===== src/rtl/spi_pkg.sv =====
// Shared types and helpers for the SPI register-access sequencer.
package spi_pkg;

  typedef enum logic [1:0] {IDLE, SEND, DRAIN, RESP} reg_acc_state_t;

  localparam logic RW_READ = 1'b1;

  function automatic int frame_len(input int reg_bytes);
    return 1 + reg_bytes;
  endfunction

endpackage


===== src/rtl/axis_if.sv =====
// Minimal AXI-Stream word interface between the sequencer and the SPI master.
interface axis_if #(
  parameter int DATA_WIDTH = 8
);
  logic [DATA_WIDTH-1:0] tdata;
  logic                  tvalid;
  logic                  tlast;
  logic                  tready;

  modport master (output tdata, output tvalid, output tlast, input tready);
  modport slave  (input tdata, input tvalid, input tlast, output tready);
endinterface


===== src/rtl/spi_reg_access_ctrl.sv =====
// Serialises one register read/write command into an AXIS frame for the SPI
// master and collects the returned MISO words into a single response.
module spi_reg_access_ctrl
  import spi_pkg::*;
#(
  parameter int DATA_WIDTH = 8,
  parameter int ADDR_WIDTH = 7,
  parameter int REG_BYTES  = 2,
  parameter int SLAVE_NUM  = 2,
  parameter int TIMEOUT    = 4096,
  localparam int SW        = (SLAVE_NUM > 1) ? $clog2(SLAVE_NUM) : 1,
  localparam int RW        = REG_BYTES * DATA_WIDTH
) (
  input  logic                  clk_i,
  input  logic                  arst_i,
  input  logic                  cmd_valid_i,
  output logic                  cmd_ready_o,
  input  logic                  cmd_rw_i,
  input  logic [ADDR_WIDTH-1:0] cmd_addr_i,
  input  logic [RW-1:0]         cmd_wdata_i,
  input  logic [SW-1:0]         cmd_slave_i,
  output logic                  rsp_valid_o,
  input  logic                  rsp_ready_i,
  output logic [RW-1:0]         rsp_rdata_o,
  output logic                  rsp_err_o,
  output logic [SW-1:0]         spi_addr_o,
  axis_if.master                m_axis,
  axis_if.slave                 s_axis
);

  localparam int FLEN = frame_len(REG_BYTES);
  localparam int CW   = $clog2(FLEN + 1);
  localparam int TW   = $clog2(TIMEOUT);

  reg_acc_state_t        state_q, state_d;
  logic                  rw_q, rw_d;
  logic [ADDR_WIDTH-1:0] addr_q, addr_d;
  logic [RW-1:0]         wdata_q, wdata_d;
  logic [SW-1:0]         spi_addr_q, spi_addr_d;
  logic [CW-1:0]         tx_idx_q, tx_idx_d;
  logic [CW-1:0]         rx_cnt_q, rx_cnt_d;
  logic [RW-1:0]         rdata_q, rdata_d;
  logic                  err_q, err_d;
  logic                  eof_q, eof_d;
  logic [TW-1:0]         to_cnt_q, to_cnt_d;

  logic [DATA_WIDTH-1:0] tx_word;
  logic                  rx_done;
  logic                  rx_fire;
  logic                  in_frame;

  always_ff @(posedge clk_i or posedge arst_i) begin
    if (arst_i) begin
      state_q    <= IDLE;
      rw_q       <= 1'b0;
      addr_q     <= '0;
      wdata_q    <= '0;
      spi_addr_q <= '0;
      tx_idx_q   <= '0;
      rx_cnt_q   <= '0;
      rdata_q    <= '0;
      err_q      <= 1'b0;
      eof_q      <= 1'b0;
      to_cnt_q   <= '0;
    end else begin
      state_q    <= state_d;
      rw_q       <= rw_d;
      addr_q     <= addr_d;
      wdata_q    <= wdata_d;
      spi_addr_q <= spi_addr_d;
      tx_idx_q   <= tx_idx_d;
      rx_cnt_q   <= rx_cnt_d;
      rdata_q    <= rdata_d;
      err_q      <= err_d;
      eof_q      <= eof_d;
      to_cnt_q   <= to_cnt_d;
    end
  end

  // Outgoing word is a pure function of registered state, so it holds under back-pressure.
  always_comb begin
    tx_word = '0;
    if (tx_idx_q == '0) begin
      tx_word = {rw_q, addr_q};
    end else if (rw_q != RW_READ) begin
      for (int k = 1; k <= REG_BYTES; k++) begin
        if (tx_idx_q == CW'(k)) tx_word = wdata_q[(REG_BYTES-k)*DATA_WIDTH +: DATA_WIDTH];
      end
    end
  end

  assign in_frame = (state_q == SEND) || (state_q == DRAIN);
  assign rx_done  = (rx_cnt_q == CW'(FLEN)) || eof_q;
  assign rx_fire  = s_axis.tvalid && in_frame && !rx_done;

  always_comb begin
    state_d    = state_q;
    rw_d       = rw_q;
    addr_d     = addr_q;
    wdata_d    = wdata_q;
    spi_addr_d = spi_addr_q;
    tx_idx_d   = tx_idx_q;
    rx_cnt_d   = rx_cnt_q;
    rdata_d    = rdata_q;
    err_d      = err_q;
    eof_d      = eof_q;
    to_cnt_d   = to_cnt_q;

    if (rx_fire) begin
      rx_cnt_d = rx_cnt_q + 1'b1;
      if (rx_cnt_q != '0) rdata_d = (rdata_q << DATA_WIDTH) | RW'(s_axis.tdata);
      if (s_axis.tlast != (rx_cnt_q == CW'(FLEN - 1))) err_d = 1'b1;
      if (s_axis.tlast) eof_d = 1'b1;
    end

    // Idle-gap watchdog: cleared by every received word, saturates at its limit.
    if (in_frame) begin
      if (rx_fire) to_cnt_d = '0;
      else if (to_cnt_q != TW'(TIMEOUT - 1)) to_cnt_d = to_cnt_q + 1'b1;
    end

    unique case (state_q)
      IDLE: begin
        if (cmd_valid_i) begin
          rw_d       = cmd_rw_i;
          addr_d     = cmd_addr_i;
          wdata_d    = cmd_wdata_i;
          spi_addr_d = cmd_slave_i;
          tx_idx_d   = '0;
          rx_cnt_d   = '0;
          rdata_d    = '0;
          err_d      = 1'b0;
          eof_d      = 1'b0;
          to_cnt_d   = '0;
          state_d    = SEND;
        end
      end
      SEND: begin
        if (m_axis.tready) begin
          tx_idx_d = tx_idx_q + 1'b1;
          if (tx_idx_q == CW'(FLEN - 1)) state_d = DRAIN;
        end
      end
      DRAIN: begin
        if (rx_done) begin
          state_d = RESP;
        end else if (!rx_fire && to_cnt_q == TW'(TIMEOUT - 1)) begin
          err_d   = 1'b1;
          state_d = RESP;
        end
      end
      RESP: begin
        if (rsp_ready_i) state_d = IDLE;
      end
      default: state_d = IDLE;
    endcase
  end

  assign cmd_ready_o   = (state_q == IDLE);
  assign rsp_valid_o   = (state_q == RESP);
  assign rsp_rdata_o   = (rw_q == RW_READ) ? rdata_q : '0;
  assign rsp_err_o     = err_q;
  assign spi_addr_o    = spi_addr_q;

  assign m_axis.tvalid = (state_q == SEND);
  assign m_axis.tdata  = tx_word;
  assign m_axis.tlast  = (state_q == SEND) && (tx_idx_q == CW'(FLEN - 1));
  assign s_axis.tready = 1'b1;

endmodule


===== src/flat_wrapper.sv =====
// flat-port wrapper written by rule: the top's interface ports become plain ports
module spi_reg_access_ctrl_flat import spi_pkg::*;
#(
  parameter int DATA_WIDTH = 8,
  parameter int ADDR_WIDTH = 7,
  parameter int REG_BYTES  = 2,
  parameter int SLAVE_NUM  = 2,
  parameter int TIMEOUT    = 4096,
  localparam int SW        = (SLAVE_NUM > 1) ? $clog2(SLAVE_NUM) : 1,
  localparam int RW        = REG_BYTES * DATA_WIDTH
)
  (clk_i, arst_i, cmd_valid_i, cmd_ready_o, cmd_rw_i, cmd_addr_i, cmd_wdata_i, cmd_slave_i, rsp_valid_o, rsp_ready_i, rsp_rdata_o, rsp_err_o, spi_addr_o, m_axis_tdata, m_axis_tvalid, m_axis_tlast, m_axis_tready, s_axis_tdata, s_axis_tvalid, s_axis_tlast, s_axis_tready);
  axis_if #(.DATA_WIDTH(DATA_WIDTH)) m_axis_i ();
  axis_if #(.DATA_WIDTH(DATA_WIDTH)) s_axis_i ();
  input  logic clk_i;
  input  logic arst_i;
  input  logic cmd_valid_i;
  output logic cmd_ready_o;
  input  logic cmd_rw_i;
  input  logic [ADDR_WIDTH-1:0] cmd_addr_i;
  input  logic [RW-1:0] cmd_wdata_i;
  input  logic [SW-1:0] cmd_slave_i;
  output logic rsp_valid_o;
  input  logic rsp_ready_i;
  output logic [RW-1:0] rsp_rdata_o;
  output logic rsp_err_o;
  output logic [SW-1:0] spi_addr_o;
  output wire logic [$bits(m_axis_i.tdata)-1:0] m_axis_tdata;
  output wire logic [$bits(m_axis_i.tvalid)-1:0] m_axis_tvalid;
  output wire logic [$bits(m_axis_i.tlast)-1:0] m_axis_tlast;
  input wire logic [$bits(m_axis_i.tready)-1:0] m_axis_tready;
  input wire logic [$bits(s_axis_i.tdata)-1:0] s_axis_tdata;
  input wire logic [$bits(s_axis_i.tvalid)-1:0] s_axis_tvalid;
  input wire logic [$bits(s_axis_i.tlast)-1:0] s_axis_tlast;
  output wire logic [$bits(s_axis_i.tready)-1:0] s_axis_tready;
  assign m_axis_tdata = m_axis_i.tdata;
  assign m_axis_tvalid = m_axis_i.tvalid;
  assign m_axis_tlast = m_axis_i.tlast;
  assign m_axis_i.tready = m_axis_tready;
  assign s_axis_i.tdata = s_axis_tdata;
  assign s_axis_i.tvalid = s_axis_tvalid;
  assign s_axis_i.tlast = s_axis_tlast;
  assign s_axis_tready = s_axis_i.tready;
  spi_reg_access_ctrl #(.DATA_WIDTH(DATA_WIDTH), .ADDR_WIDTH(ADDR_WIDTH), .REG_BYTES(REG_BYTES), .SLAVE_NUM(SLAVE_NUM), .TIMEOUT(TIMEOUT)) u_core (.clk_i(clk_i), .arst_i(arst_i), .cmd_valid_i(cmd_valid_i), .cmd_ready_o(cmd_ready_o), .cmd_rw_i(cmd_rw_i), .cmd_addr_i(cmd_addr_i), .cmd_wdata_i(cmd_wdata_i), .cmd_slave_i(cmd_slave_i), .rsp_valid_o(rsp_valid_o), .rsp_ready_i(rsp_ready_i), .rsp_rdata_o(rsp_rdata_o), .rsp_err_o(rsp_err_o), .spi_addr_o(spi_addr_o), .m_axis(m_axis_i), .s_axis(s_axis_i));
endmodule

===== config.mk =====
export PLATFORM = sky130hd
export DESIGN_NAME = spi_reg_access_ctrl_flat
export DESIGN_NICKNAME = d
export VERILOG_FILES = /design/src/rtl/spi_pkg.sv /design/src/rtl/axis_if.sv /design/src/rtl/spi_reg_access_ctrl.sv /design/src/flat_wrapper.sv
export SDC_FILE = /design/constraint.sdc
export NUM_CORES = 1
export LEC_CHECK = 0
export ABC_AREA = 0
export ABC_CLOCK_PERIOD_IN_PS = 3450
export CAP_MARGIN = 20
export CELL_PAD_IN_SITES_DETAIL_PLACEMENT = 1
export CELL_PAD_IN_SITES_GLOBAL_PLACEMENT = 1
export CORE_ASPECT_RATIO = 0.5
export CORE_MARGIN = 4
export CORE_UTILIZATION = 40
export DETAILED_ROUTE_END_ITERATION = 10
export GPL_TIMING_DRIVEN = 0
export HOLD_SLACK_MARGIN = 0.05
export MAX_ROUTING_LAYER = met4
export PLACE_DENSITY_LB_ADDON = 0.1
export RECOVER_POWER = 100
export SLEW_MARGIN = 40
export SYNTH_ARGS = -nofsm -noshare
export SYNTH_HDL_FRONTEND = slang
export SYNTH_SLANG_ARGS = --single-unit

===== constraint.sdc =====
create_clock -name clk_i -period 3.45 [get_ports clk_i]
set_input_delay 1.035 -clock clk_i [delete_from_list [all_inputs] [get_ports clk_i]]
set_output_delay 1.035 -clock clk_i [all_outputs]
set_load 0.1 [all_outputs]

==> parameters.txt <==
Parameter                              Value

Outcome
  Outcome    finished clean

Worst setup path
  Critical path fanouts, max    9
  Worst flop-to-flop path startpoint    u_core.state_q[1]
  Setup CP Type    reg2out
  Type of origin of the critical path    flip-flop
  Critical Path Max Stage Delay    about 0.43 ns
  Arrival time at the worst endpoint    about 2.2 ns
  Critical register-to-register path endpoint    u_core.rdata_q[12]
  Critical path endpoint category    output port
  Required @ worst endpoint    between 2 and 2.5 ns
  Series of cell instances along the critical path    inv_1 -> ha_1 -> clkbuf_1 -> or2_2 -> o21ai_2 -> clkbuf_4
  Critical path origin    u_core.tx_idx_q[0]
  Length in cells of the worst reg-to-reg path    8
  CP max stage cell    sky130_fd_sc_hd__or2_2
  Reg2reg setup slack    0.98 ns
  Capturing element of the worst setup path    m_axis_tdata[1]

Timing
  Fmax    roughly 0.31 GHz
  Worst Tran Pin Value    between 1 and 1.5 ns
  Final Critical Period    between 3 and 4 ns
  Pins over their slew limit    0
  Final Hold Viols    0
  # setup viols final    0
  Total negative slack    0 ns
  Unrepaired setup endpoints after global routing    no
  Final worst path period share    0.940
  Worst-case clock skew    just over 0.005 ns
  Worst slew margin relative to its limit    0.0830
  Final worst-path setup slack    between 0.2 and 0.25 ns

Floorplan
  Die Wd    around 130 um
  DIE AREA    between 9000 and 10,000 um2
  Floorplan Core Area    roughly 7500 um2
  IO Count    71
  Starting Density    0.421
  Standard-cell rows    22
  Die Span Y    between 70 and 80 um

Placement
  Post-Place Setup Slack    around 0.17 ns
  Number of port buffers    69
  RePlAce Congestion    0.867
  Total placed instance area    between 3000 and 4000 um2
  Half-perimeter wire length after detailed placement    6540 um

Layout
  Fill count    924
  Count of inserted antenna diode cells    0
  Number of nets in the final layout    513
  Area of combinational cells with multiple inputs    1500 um2
  Area of all sequential standard cells    ~1500 um2
  Final instance area    slightly above 4000 um2
  Area growth from synthesis to layout    30.3%
  Fraction of final layout cells with drive strength greater than 1    0.103

CTS
  Clock latency at the later pin of the worst-skew pair    around 0.33 ns
  H-Tree Level Count    3
  Num CTS Buffers    9
  CTS Buffer Depth    2
  TritonCTS clock tree    done
  Root buffer selected by CTS    sky130_fd_sc_hd__clkbuf_16
  Number of sinks handled by clock tree synthesis    61
  Clock edge transition at the registers on the reported setup and hold paths    0.05 ns

Synth
  Cell count after synthesis    382
  Yosys synthesis warning count    0
  Mapped cell area    about 3200 um2
  Flop and latch count out of synthesis    a little over 60
  Yosys cell types    44
  Synth top area cells    sky130_fd_sc_hd__dfrtp_1 48%, sky130_fd_sc_hd__nand2_1 16%, sky130_fd_sc_hd__a21oi_1 5.1%
  Count of flip-flops with a built-in enable after synthesis    0
  Cell type with the highest aggregate area in the netlist    sky130_fd_sc_hd__dfrtp_1
  Fraction of registers with async set or reset after synthesis    1.00
  Share of the yosys chip area belonging to registers    0.483
  Net Count, Synth    between 400 and 500
  Yosys top cell area share    0.483
  Leading cell type by number of instances after synthesis    sky130_fd_sc_hd__nand2_1
  Average footprint of a synthesized cell    ~8.3 um2
  Top cells by instance count after synthesis    137 x sky130_fd_sc_hd__nand2_1, 61 x sky130_fd_sc_hd__dfrtp_1, 32 x sky130_fd_sc_hd__a21oi_1, 21 x sky130_fd_sc_hd__nor2_1, 18 x sky130_fd_sc_hd__and2_1
  Main flop type after synthesis    sky130_fd_sc_hd__dfrtp_1

Min path
  Worst hold path class    reg2reg
  Hold Path Depth    2

Power and ir drop
  PnR Total Power    4280 uW
  Peak supply drop    ~0.52 mV
  Power per Cell Area    approximately 1000 nW/um2
  Pleak    about 0.0019 uW

Global routing
  Via count of the first global-routing pass    3,238
  Initial antenna violation count    0
  Global-route wire length before repair    between 15,000 and 20,000 um
  Global-route total usage across every layer    0.215
  Overflow left after global routing    0
  Largest net degree at the start of global routing    32

Route
  Routed WL per cell    approximately 16 um
  Via density    between 5 and 6
  Detailed Routing Iterations Pass 1    4
  Number of DRC violations after detailed-routing iteration 0    between 100 and 150
  Residual DRC count    0
  Total vias in the final route    2,930
  Post-Route WL    9090 um
  Post-DRT Antenna Nets    0

Flow run
  Max capacitance violation total    0
## critical path: cells and delay by family, from the launching register on
family	cells	cell delay, ns
adder cells (fa/ha/maj)	1	0.20
AO/OA/AOI/OAI	1	0.19
flip-flops	1	0.39
AND/OR/NAND/NOR	1	0.43
buffers and inverters	3	0.67
## per-stage QoR
| stage | hold WS [ns] | util | std cells |
|---|---|---|---|
| after CTS | 0.483 | 0.554 | 576 |
| after detailed placement | 0.466 | 0.514 | 560 |
| final | 0.478 | 0.548 | 574 |
| after floorplan | 0.446 | - | 382 |
| after global routing | 0.513 | 0.548 | 574 |
| after global placement | 0.459 | 0.531 | 559 |
## logic make-up (layout without fill, tap and decap cells)
logic type | count (synthesis) | in the layout | share of synthesized area
and+or+nand+nor | 209 | 209 | 0.302
AOI/OAI and AO/OA | 64 | 64 | 0.114
DFF | 61 | 61 | 0.483
buffers and inverters | 31 | 115 | 0.0412
adders and majority gates | 12 | 12 | 0.0475
xor gates and xnor gates | 3 | 3 | 0.00831
other | 1 | 1 | 0.00119
muxes | 1 | 1 | 0.00356
## routing by layer
layer	track usage	part of all wire
met2	0.346	0.49
met4	0.0627	0.012
met5	-	0
met1	0.263	0.45
met3	0.0661	0.042
## how the worst min path moves through the flow
stage | slack [ns] | endpoint | from
global placement | 0.46 | u_core.wdata_q[10] | u_core.wdata_q[10]
global route | 0.51 | u_core.wdata_q[7] | u_core.wdata_q[7]
floorplan | 0.45 | u_core.addr_q[1] | u_core.addr_q[1]
finish | 0.48 | u_core.spi_addr_o | u_core.spi_addr_o
detailed placement | 0.47 | u_core.spi_addr_o | u_core.spi_addr_o
CTS | 0.48 | u_core.spi_addr_o | u_core.spi_addr_o
## area by class of cell
| class | instances | area share |
|---|---|---|
| inverter | 13 | 0.0121 |
| sequential | 61 | 0.370 |
| clock inverter | 4 | 0.00547 |
| buffer | 16 | 0.0179 |
| clock buffer | 12 | 0.0623 |
| multi-input combinational | 290 | 0.364 |
| timing repair buffer | 70 | 0.135 |
| tap | 108 | 0.0328 |
## flip-flops by register name, indices dropped and copies added, names as in the netlist
register / flops
u_core.rdata_q: 16
u_core.wdata_q: 16
u_core.to_cnt_q: 12
u_core.addr_q: 7
u_core.rx_cnt_q: 2
u_core.state_q: 2
u_core.tx_idx_q: 2
u_core.eof_q: 1
u_core.rsp_err_o: 1
u_core.rw_q: 1
u_core.spi_addr_o: 1
## power by group
| group | total, uW | leakage (uW) | switching, uW | internal (uW) |
|---|---|---|---|---|
| clock | 833 | 0.000138 | 312 | 521 |
| combinational | 2250 | 0.000993 | 1710 | 540 |
| sequential | 1200 | 0.000793 | 201 | 996 |
| total | 4280 | 0.00192 | 2220 | 2060 |
## cell usage in the layout, fill, tap and decap left out, types with 3 or more instances in the layout
cell | synthesis | layout
sky130_fd_sc_hd__and3_1 | 3 | 3
sky130_fd_sc_hd__nor2_1 | 21 | 21
sky130_fd_sc_hd__clkbuf_1 | 14 | 25
sky130_fd_sc_hd__nor3_1 | 4 | 4
sky130_fd_sc_hd__or3_1 | 3 | 3
sky130_fd_sc_hd__nand2_1 | 137 | 139
sky130_fd_sc_hd__clkbuf_2 | 0 | 12
sky130_fd_sc_hd__dfrtp_1 | 61 | 61
sky130_fd_sc_hd__and2_1 | 18 | 18
sky130_fd_sc_hd__inv_1 | 13 | 12
sky130_fd_sc_hd__clkinv_2 | 0 | 3
sky130_fd_sc_hd__ha_1 | 12 | 12
sky130_fd_sc_hd__o21ai_1 | 1 | 6
sky130_fd_sc_hd__clkbuf_4 | 0 | 6
sky130_fd_sc_hd__clkbuf_16 | 0 | 9
sky130_fd_sc_hd__dlygate4sd3_1 | 0 | 3
sky130_fd_sc_hd__nand3_1 | 7 | 7
sky130_fd_sc_hd__clkdlybuf4s50_1 | 0 | 36
sky130_fd_sc_hd__o21ai_0 | 17 | 10
sky130_fd_sc_hd__a21oi_1 | 32 | 32
## repair_timing
action	CTS	global route
setup buffers	0	0
hold buffers	0	0
endpoints found under the setup margin	9	9
gates resized for setup	8	5
Power figures use the tool's default switching activity.
